`src/rtl/vxe_vpu_cmd_rcv_unit.sv`:
```
// VPU-side receiver for the CU->VPU command bus.
// Buffers accepted commands in a 2^DEPTH_POW2-entry FIFO and presents them in order
// through one registered valid/ready output stage with one-hot thread decode.
// Optional feature macro: VXE_VPU_CMD_RCV_TH_CHK_EN (drop commands for unimplemented
// threads and raise a sticky o_err).
module vxe_vpu_cmd_rcv_unit #(
  parameter int unsigned DEPTH_POW2 = 4,
  parameter int unsigned NTHREADS   = 8
) (
  input  logic        clk,
  input  logic        nrst,
  input  logic        i_vpu_cmd_sel,
  output logic        o_vpu_cmd_ack,
  input  logic [4:0]  i_vpu_cmd_op,
  input  logic [2:0]  i_vpu_cmd_th,
  input  logic [47:0] i_vpu_cmd_pl,
  output logic        o_cmd_vld,
  input  logic        i_cmd_rdy,
  output logic [4:0]  o_cmd_op,
  output logic [2:0]  o_cmd_th,
  output logic [7:0]  o_cmd_th_oh,
  output logic [47:0] o_cmd_pl,
  output logic        o_busy,
  output logic        o_err
);

  localparam int unsigned Depth = 1 << DEPTH_POW2;
  localparam int unsigned PtrW  = DEPTH_POW2 + 1;

  if (NTHREADS < 1 || NTHREADS > 8) begin : g_nthreads_chk
    $error("NTHREADS must be in 1..8");
  end

  logic            rcv_en_q;
  logic [PtrW-1:0] wr_ptr_q, rd_ptr_q;
  logic [4:0]      mem_op [Depth];
  logic [2:0]      mem_th [Depth];
  logic [47:0]     mem_pl [Depth];

  logic fifo_empty, fifo_full;
  logic push, wr_en, pop, th_ok;

  logic [DEPTH_POW2-1:0] wr_idx, rd_idx;

  assign wr_idx = wr_ptr_q[PtrW-2:0];
  assign rd_idx = rd_ptr_q[PtrW-2:0];

  // MSB of each pointer is the wrap bit distinguishing full from empty
  assign fifo_empty = (wr_ptr_q == rd_ptr_q);
  assign fifo_full  = (wr_ptr_q[PtrW-1] != rd_ptr_q[PtrW-1]) && (wr_idx == rd_idx);

  // Ack depends on registers only, so the CU sees no combinational path back from sel
  assign o_vpu_cmd_ack = rcv_en_q && !fifo_full;
  assign push          = i_vpu_cmd_sel && o_vpu_cmd_ack;

`ifdef VXE_VPU_CMD_RCV_TH_CHK_EN
  assign th_ok = (32'(i_vpu_cmd_th) < NTHREADS);
`else
  assign th_ok = 1'b1;
`endif

  // Out-of-range commands are still acked but never stored
  assign wr_en = push && th_ok;
  assign pop   = !fifo_empty && (!o_cmd_vld || i_cmd_rdy);

  assign o_busy = !fifo_empty || o_cmd_vld;

  // Receive enable: holds ack low for the first edge after reset release
  always_ff @(posedge clk or negedge nrst) begin
    if (!nrst) rcv_en_q <= 1'b0;
    else       rcv_en_q <= 1'b1;
  end

  // FIFO pointers, wrapping naturally modulo 2^PtrW
  always_ff @(posedge clk or negedge nrst) begin
    if (!nrst) begin
      wr_ptr_q <= '0;
      rd_ptr_q <= '0;
    end else begin
      if (wr_en) wr_ptr_q <= wr_ptr_q + PtrW'(1);
      if (pop)   rd_ptr_q <= rd_ptr_q + PtrW'(1);
    end
  end

  // FIFO storage; contents are don't-care while the pointers mark them empty
  always_ff @(posedge clk) begin
    if (wr_en) begin
      mem_op[wr_idx] <= i_vpu_cmd_op;
      mem_th[wr_idx] <= i_vpu_cmd_th;
      mem_pl[wr_idx] <= i_vpu_cmd_pl;
    end
  end

  // Output stage: load head on pop, drop valid when consumed with nothing to refill
  always_ff @(posedge clk or negedge nrst) begin
    if (!nrst) begin
      o_cmd_vld   <= 1'b0;
      o_cmd_op    <= '0;
      o_cmd_th    <= '0;
      o_cmd_th_oh <= '0;
      o_cmd_pl    <= '0;
    end else if (pop) begin
      o_cmd_vld   <= 1'b1;
      o_cmd_op    <= mem_op[rd_idx];
      o_cmd_th    <= mem_th[rd_idx];
      o_cmd_th_oh <= 8'b1 << mem_th[rd_idx];
      o_cmd_pl    <= mem_pl[rd_idx];
    end else if (o_cmd_vld && i_cmd_rdy) begin
      o_cmd_vld   <= 1'b0;
      o_cmd_th_oh <= '0;
    end
  end

`ifdef VXE_VPU_CMD_RCV_TH_CHK_EN
  logic err_q;

  // Sticky illegal-thread flag, cleared only by reset
  always_ff @(posedge clk or negedge nrst) begin
    if (!nrst)              err_q <= 1'b0;
    else if (push && !th_ok) err_q <= 1'b1;
  end

  assign o_err = err_q;
`else
  assign o_err = 1'b0;
`endif

endmodule

```
`config.mk`:
```
export PLATFORM = sky130hd
export DESIGN_NAME = vxe_vpu_cmd_rcv_unit
export DESIGN_NICKNAME = d
export VERILOG_FILES = /design/src/rtl/vxe_vpu_cmd_rcv_unit.sv
export SDC_FILE = /design/constraint.sdc
export NUM_CORES = 1
export LEC_CHECK = 0
export CAP_MARGIN = 15
export CORE_AREA = 4 4 253 255
export DETAILED_ROUTE_END_ITERATION = 16
export DIE_AREA = 0 0 257 259
export DONT_BUFFER_PORTS = 1
export PLACE_DENSITY_LB_ADDON = 0.05
export SLEW_MARGIN = 5
export SYNTH_ARGS = -nofsm -noshare
export SYNTH_HDL_FRONTEND = slang
export SYNTH_SLANG_ARGS = --single-unit
export TNS_END_PERCENT = 30
```
`constraint.sdc`:
```
create_clock -name clk -period 8.3 [get_ports clk]
set_input_delay 2.49 -clock clk [delete_from_list [all_inputs] [get_ports clk]]
set_output_delay 2.49 -clock clk [all_outputs]
set_load 0.005 [all_outputs]
```
# After elaboration in Yosys (flattened, before gate mapping)
# Memories as Yosys holds them, arrays and structs flattened. A register that Yosys moved wholly into a read port is not among the register bits.
# Cells that the tools add are included.
[totals]
register_bits = 23
mem_count = 3
out_inout_bits = 68
ramBits = 896
in_bits = 60
[memory_table]
columns = ["memory", "words", "word_bits", "read_ports", "rd_clocked_by_memory_dff", "write_ports", "line", "source"]
rows = [
  ["mem_pl", 16, 48, 1, 1, 1, "38", "logic [47:0] mem_pl [Depth];"],
  ["mem_op", 16, 5, 1, 1, 1, "36", "logic [4:0] mem_op [Depth];"],
  ["mem_th", 16, 3, 1, 0, 1, "37", "logic [2:0] mem_th [Depth];"],
]
[op_classes]
shifts = 1
addsub = 2
n_eq_ne = 3
reduce_logical = 13
n_mux = 6
[ops]
columns = ["operator", "n"]
rows = [
  ["$mux 8", 2],
  ["$add 5x1->5 const B", 2],
  ["$shl 1x3->8 const A", 1],
  ["$eq 5x5->1", 1],
  ["$logic_and 1x1->1", 5],
  ["$logic_not 1->1", 5],
  ["$eq 4x4->1", 1],
  ["$mux 1", 4],
  ["$logic_or 1x1->1", 2],
  ["$reduce_bool 2->1", 1],
  ["$ne 1x1->1", 1],
]

# Depth between registers and ports, before layout
# Gate-level depths: netlist (run 1).
[depth]
ltp_word = 7
mapped_depth = 9

# Worst setup path after synthesis (run 1)
# No wires, ideal clock.
[synth_path]
kind = "input -> register"
startpoint = "in i_vpu_cmd_sel"
endpoint = "mem mem_op[3][0] (enable)"
arrival_time_ns = 6.808
path_buffers = 1
cell_stages = 5
path_slack_ns = 0.953
cell_sequence = "nand2_1 > a21oi_1 > clkbuf_1 > nand2_1 > nor3_1"
[synth_between]
elab_chain_len = 3
[synth_lines]
columns = ["item", "line", "source"]
rows = [
  ["start, declared", "12", "input logic i_vpu_cmd_sel,"],
  ["$logic_and 1x1->1", "54", "assign push = i_vpu_cmd_sel && o_vpu_cmd_ack;"],
  ["$mux 1", "87", "if (wr_en) begin"],
  ["$mux 1 (not written as such)", "88", "mem_op[wr_idx] <= i_vpu_cmd_op;"],
  ["end, declared", "36", ""],
]
# No other way between the ends.

# Final worst setup path (run 1)
[layout_path]
startpoint = "reg rd_ptr_q[0]"
endpoint = "out o_busy"
[layout_between]
elab_chain_len = 3
[layout_lines]
columns = ["item", "line", "source"]
rows = [
  ["start, declared", "35", "logic [PtrW-1:0] wr_ptr_q, rd_ptr_q;"],
  ["start signal, assigned", "81", "if (pop) rd_ptr_q <= rd_ptr_q + PtrW'(1);"],
  ["$eq 5x5->1", "49", "assign fifo_empty = (wr_ptr_q == rd_ptr_q);"],
  ["$logic_not 1->1", "66", "assign o_busy = !fifo_empty || o_cmd_vld;"],
  ["$logic_or 1x1->1", "66", ""],
  ["end, declared", "23", "output logic o_busy,"],
]
# No other way between the ends.

==> impl_metrics.py, run 1 <==
metrics = {
    "status": {
        "run_status": "finished clean",
    },
    "cts": {
        "cts_tree": "built",
        "ctsResizeCount": 0,
        "cts_hold_buf": 0,
        "cts.sinks": 972,
        "cts_root_buf": "clkbuf_16",
        "ctsHtreeMaxLevel": 3,
        "clk_pin_slew_worst_paths_ps": 60,
        "clock_path_buffers": 3,
        "post_cts_buffers": 0,
        "clkLatencyLatePin_ps": 640,
        "cts_inserted_buffers": 96,
    },
    "synth": {
        "synth_top_family_by_area": "multiplexers",
        "syn_nets": 1541,
        "synth_xor_area_share_pct": 0.310,
        "synth_edf_count": 896,
        "post_synth_and_or_nand_nor_area_fraction_pct": 0.670,
        "yosysTopAreaCell": "edfxtp_1",
        "ys_types": 40,
        "ys_ff_latch": 972,
        "syn_inst": 1476,
        "synth-async-reset-ratio_pct": 7.82,
        "yosysSeqAreaShare_pct": 78.3,
        "yosys_most_used_dff": "edfxtp_1",
        "synth_compound_area_share_pct": 0.432,
        "syn_area_per_cell_um2": 24.9,
        "synth_area_leaders": "edfxtp_1 (73%), mux4_2 (17%), dfrtp_1 (5.2%)",
        "yosysWarnings": 0,
        "synth_fa_ha_area_share_pct": 0.170,
        "yosysTopAreaCellShare_pct": 73.2,
        "muxShareOfSynthArea_pct": 18.8,
        "syn_area_um2": 36800,
    },
    "finish": {
        "final_util_pct": 66.4,
        "final_nets": 1589,
        "drive_gt1_share_pct": 32.4,
        "fin_cells": 2440,
        "diodes": 0,
        "areaGrowthSynthToFinish_pct": 11.2,
    },
    "drt": {
        "dr.pass1.iters": 5,
        "num_vias": 15600,
        "routedWlPerCell_um": 30.3,
        "vias_per_cell": 6.39,
        "drt_iter0_markers": 1347,
        "drc": 0,
        "routed_wl_um": 73800,
        "antenna_left": 0,
    },
    "power_and_ir_drop": {
        "internal_power_mw": 10.1,
        "powerDensity_nw_per_um2": 336,
        "p_comb_share_pct": 23.2,
        "leakage_nw": 13.0,
        "switching_share_pct": 26.2,
        "vdd_drop_max_mv": 0.294,
        "power_frac_clock_pct": 31.9,
        "p_sw_mw": 3.59,
        "p_seq_share_pct": 44.9,
    },
    "setup_path": {
        "cp.arrival_ps": 2530,
        "endpoint_kind": "output pin",
        "reg2reg_from": "rd_ptr_q[0]$_DFFE_PN0P_",
        "worstSetupPathType": "reg2out",
        "startpoint": "rd_ptr_q[0]$_DFFE_PN0P_",
        "cp-start-kind": "flip-flop",
        "crit_fanout": 43,
        "required_ps": 5810,
    },
    "placement": {
        "gp_congestion": 0.693,
        "dp_slack_ps": 3420,
        "dp_hpwl_um": 36500,
        "placedCellCount": 2263,
        "portBuffers": 0,
    },
    "worst_hold_path": {
        "min_from": "wr_ptr_q[4]$_DFFE_PN0P_",
        "holdCritPathClass": "reg2reg",
    },
    "job": {
        "cap_violations": 0,
    },
    "timing": {
        "setup-tns-final_ps": 0,
        "post-route-period-util_pct": 60.4,
        "worst_slew_pin_slew_ps": 1200,
        "hold_violations": 0,
        "min_period_ps": 5020,
        "hold_ws_ps": 502,
        "slew_viol_final": 0,
        "worst_slack_ps": 3280,
        "fin_worst_skew_ps": 31.8,
        "finalSetupViolCount": 0,
        "rsz0062_at_grt": "no",
        "relSlewSlack_pct": 20.2,
        "clock.fmax_mhz": 199,
    },
    "global_route": {
        "grt_pass1_vias": 16400,
        "grt.total_usage_pct": 22.7,
        "grt_pass1_wl_um": 111000,
        "overflow": 0,
        "antenna_found_initial": 2,
        "grt_max_degree": 100,
    },
    "floorplanning": {
        "io_pins": 128,
        "rows": 91,
        "die_height_um": 259,
        "die_area_um2": 66600,
        "core_area_um2": 61600,
        "initial_core_util_pct": 59.7,
        "die_w_um": 257,
    },
}
-- sequential cells by signal, indices dropped and copies added (netlist names) --
register / cells
mem_op: 80
o_cmd_vld: 1
rd_ptr_q: 5
mem_pl: 768
wr_ptr_q: 5
mem_th: 48
o_cmd_th: 3
o_cmd_th_oh: 8
o_cmd_op: 5
rcv_en_q: 1
o_cmd_pl: 48
-- worst max-delay path, stage by stage, from the launching register on --
cell and delay, ps:
dfrtp_4 1010, xnor2_1 210, nand4_1 260, or3_1 410
-- power by group through the flow --
stage / clock [mW] / sequential (mW) / combinational, mW
after floorplan: 0 / 6.02 / 2.69
after global placement: 0 / 6.26 / 3.21
after detailed placement: 0 / 6.27 / 3.24
after CTS: 4.46 / 6.17 / 3.25
after global routing: 4.69 / 6.21 / 3.42
final: 4.38 / 6.16 / 3.18
-- per-layer routing --
layer	GRT usage [%]	share of wire, %	vias to the layer above
li1	-	-	6444
met1	34.1	43	8506
met3	4.69	6.7	114
met5	0	0	-
met4	5.27	2.0	0
met2	35.6	48	527
-- cell families (layout without fill, tap and decap cells) --
family | Yosys count | in the layout
multiplexers | 338 | 338
other | 2 | 2
buffers and inverters | 79 | 206
adder cells (fa/ha/maj) | 5 | 5
flip-flops | 972 | 972
AND/OR/NAND/NOR | 46 | 46
XOR/XNOR | 13 | 13
AO/OA/AOI/OAI | 21 | 21
-- per-stage QoR --
step                      power [mW]  area, um2
after floorplan                 8.71      36800
after global placement          9.47      37700
after detailed placement        9.51      37700
after CTS                       13.9      40900
after global routing            14.3      40900
final                           13.7      40900
-- layout make-up --
class                      count  area [um2]
clock buffer                 120        2600
sequential                   972       28800
fill                        3825       20700
tap                          837        1050
multi-input combinational    425        7590
clock inverter                57         616
inverter                       3        13.8
timing repair buffer          26         208
-- cell usage after synthesis (4+ instances only) --
library cell	instances
dfrtp_1	76
mux4_2	276
edfxtp_1	896
buf_2	25
mux2i_1	6
nor2_1	6
ha_1	5
buf_1	5
mux2_2	53
xnor2_1	10
and3_1	15
buf_6	16
clkbuf_1	28
nand2_1	12
a32o_1	4
-- path summary, 6_finish.rpt --
| kind | end | slack [ps] | cells past startpoint |
|---|---|---|---|
| max in group asynchronous | o_cmd_pl[1]$_DFFE_PN0P_ | 6610 | 0 |
| min in group asynchronous | o_cmd_pl[37]$_DFFE_PN0P_ | 1550 | 0 |
| max reg2reg | o_cmd_th_oh[2]$_DFFE_PN0P_ | 3980 | 6 |
| max | o_busy | 3280 | 3 |
| min | wr_ptr_q[4]$_DFFE_PN0P_ | 500 | 1 |
| min reg2reg | wr_ptr_q[4]$_DFFE_PN0P_ | 500 | 1 |
-- layout by cell type, fill, tap and decap left out, types with 2 or more instances in the layout --
cell and count:
nor2_1 6, clkbuf_8 4, xor2_1 3, a21oi_1 2, clkinv_1 19, o31ai_1 3
clkinv_8 2, and3_4 15, clkinv_2 21, bufinv_16 13, nor2b_1 3, mux4_2 276
mux2_2 53, conb_1 2, buf_4 25, edfxtp_1 896, dfrtp_4 3, o41ai_1 2
clkbuf_16 99, a32o_1 4, o21ai_0 3, clkbuf_1 17, mux2_4 2, nand4_1 3
inv_1 2, and2_1 2, mux2i_1 6, nand2_1 12, ha_1 5, xnor2_1 10
and4_1 2, dfrtp_1 73
Power figures use the tool's default switching activity.
==> inputs of run 2 (changes only) <==
--- a/config.mk
+++ b/config.mk
@@ -6,9 +6,9 @@
 export NUM_CORES = 1
 export LEC_CHECK = 0
 export CAP_MARGIN = 15
-export CORE_AREA = 4 4 253 255
+export CORE_AREA = 4 4 259 261
 export DETAILED_ROUTE_END_ITERATION = 16
-export DIE_AREA = 0 0 257 259
+export DIE_AREA = 0 0 263 265
 export DONT_BUFFER_PORTS = 1
 export PLACE_DENSITY_LB_ADDON = 0.05
 export SLEW_MARGIN = 5
==> constraint.sdc (replaced) <==
create_clock -name clk -period 4.32 [get_ports clk]
set_input_delay 1.296 -clock clk [delete_from_list [all_inputs] [get_ports clk]]
set_output_delay 1.296 -clock clk [all_outputs]
set_load 0.005 [all_outputs]
==> impl_metrics.py, run 2 (synthesized netlist as in run 1, its figures left out) <==
metrics = {
    "status": {
        "run_status": "finished clean",
    },
    "power_and_ir_drop": {
        "p_seq_share_pct": 43.3,
        "p_sw_mw": 6.98,
        "power_frac_clock_pct": 32.2,
        "p_comb_share_pct": 24.5,
        "vdd_drop_max_mv": 0.662,
        "powerDensity_nw_per_um2": 644,
        "internal_power_mw": 19.7,
        "switching_share_pct": 26.2,
        "leakage_nw": 13.2,
    },
    "timing": {
        "clock.fmax_mhz": 283,
        "rsz0062_at_grt": "no",
        "hold_ws_ps": 354,
        "fin_worst_skew_ps": 30.2,
        "setup-tns-final_ps": 0,
        "min_period_ps": 3530,
        "relSlewSlack_pct": 29.9,
        "finalSetupViolCount": 0,
        "worst_slew_pin_slew_ps": 1050,
        "slew_viol_final": 0,
        "post-route-period-util_pct": 81.8,
        "worst_slack_ps": 785,
        "hold_violations": 0,
    },
    "job": {
        "cap_violations": 0,
    },
    "drt": {
        "drt_iter0_markers": 1429,
        "vias_per_cell": 6.32,
        "routedWlPerCell_um": 31.2,
        "drc": 0,
        "routed_wl_um": 77600,
        "num_vias": 15700,
        "dr.pass1.iters": 5,
        "antenna_left": 0,
    },
    "cts": {
        "cts_tree": "built",
        "ctsResizeCount": 0,
        "cts_inserted_buffers": 96,
        "cts_hold_buf": 0,
        "clock_path_buffers": 3,
        "ctsHtreeMaxLevel": 3,
        "clk_pin_slew_worst_paths_ps": 70,
        "cts_root_buf": "clkbuf_16",
        "clkLatencyLatePin_ps": 650,
        "post_cts_buffers": 0,
        "cts.sinks": 972,
    },
    "placement": {
        "dp_hpwl_um": 40600,
        "gp_congestion": 0.727,
        "dp_slack_ps": 1170,
        "portBuffers": 0,
    },
    "finish": {
        "fillCellCount": 4244,
        "largest_register_ffs": 768,
        "reg_top3": "mem_pl x768, mem_op x80",
        "final_common_cell": "edfxtp_1",
        "areaGrowthSynthToFinish_pct": 12.8,
        "drive_gt1_share_pct": 33.7,
        "final_util_pct": 64.3,
        "regMostFlops": "mem_pl",
        "diodes": 0,
        "mostFrequentLayoutCells": "edfxtp_1 (896), mux4_2 (276), clkbuf_16 (101), dfrtp_1 (73), mux2_2 (53)",
        "seq_area_um2": 28800,
        "final_nets": 1614,
        "multiInputGateArea_um2": 7600,
    },
    "floorplanning": {
        "die_area_um2": 69700,
        "core_area_um2": 64500,
        "initial_core_util_pct": 57.0,
        "io_pins": 128,
        "die_w_um": 263,
        "die_height_um": 265,
        "rows": 93,
    },
    "setup_path": {
        "cp.arrival_ps": 2240,
        "worstSetupPathType": "reg2out",
        "critPathBufInv": 0,
        "max_stage_delay_ps": 530,
        "slowest_stage": "dfrtp_4",
        "path_cells": "xnor2_1 > nand4_1 > or3_1",
        "crit_family": "simple AND/OR/NAND/NOR gates",
        "cp-start-kind": "flip-flop",
        "endpoint_kind": "output pin",
        "required_ps": 3020,
        "crit_fanout": 5,
    },
    "global_route": {
        "grt.total_usage_pct": 22.6,
        "antenna_found_initial": 0,
        "grt_pass1_wl_um": 115000,
        "grt_pass1_vias": 16500,
        "grt_max_degree": 163,
        "overflow": 0,
    },
    "worst_hold_path": {
        "holdCritPathClass": "in2async",
    },
}
[run 2: cell count changes in the layout (fill, tap and decap cells not counted), moves of 4 or more]
cell        delta
clkinvlp_4     +4
buf_12        +21
clkinv_1       -5
buf_4          +4
clkbuf_8      +11
clkinv_2      -11
[run 2: path summary, 6_finish.rpt]
check	start	to	slack, ps	cells past startpoint
worst min-delay path	nrst	o_cmd_pl[25]$_DFFE_PN0P_	350	0
worst max register to register	rd_ptr_q[1]$_DFFE_PN0P_	o_cmd_th_oh[0]$_DFFE_PN0P_	1350	6
worst max-delay path	rd_ptr_q[0]$_DFFE_PN0P_	o_busy	790	3
max in group asynchronous	nrst	o_cmd_th[0]$_DFFE_PN0P_	3750	0
worst min register to register	wr_ptr_q[4]$_DFFE_PN0P_	wr_ptr_q[4]$_DFFE_PN0P_	500	1
min in group clk	wr_ptr_q[4]$_DFFE_PN0P_	wr_ptr_q[4]$_DFFE_PN0P_	500	1
[run 2: worst register-to-register path: stages (launching register included)]
cell,delay (ps)
dfrtp_4,440
buf_12,710
mux4_2,690
mux2_2,300
nand2_1,100
o21ai_0,210
o41ai_1,400
[run 2: area by class of cell]
type | instances | area share [%]
timing repair buffer | 51 | 1.59
inverter | 3 | 0.0332
clock buffer | 135 | 6.76
sequential | 972 | 69.5
clock inverter | 44 | 1.22
tap | 855 | 2.58
multi-input combinational | 425 | 18.3
[run 2: metrics by stage]
stage / std cells / instance area [um2] / power, mW
4_1_cts: 2485 / 41500 / 27.1
6_report: 2485 / 41500 / 26.7
2_1_floorplan: 1476 / 36800 / 16.7
3_3_place_gp: 2306 / 38200 / 18.3
3_5_place_dp: 2306 / 38200 / 18.5
5_1_grt: 2485 / 41500 / 27.8
[run 2: per-layer routing]
layer  GRT usage, %  vias up  part of all wire [%]
met3           5.21       95                   7.1
li1               -     6481                     -
met5              0        -                     0
met1           32.4     8653                    41
met2           36.4      471                    50
met4           5.33        0                   1.7
[run 2: power by group through the flow]
stage | clock (mW) | sequential (mW) | combinational [mW]
after floorplan | 0 | 11.6 | 5.18
after global routing | 9.18 | 11.6 | 7.02
after detailed placement | 0 | 11.8 | 6.70
after CTS | 8.77 | 11.6 | 6.72
after global placement | 0 | 11.7 | 6.61
final | 8.59 | 11.6 | 6.54
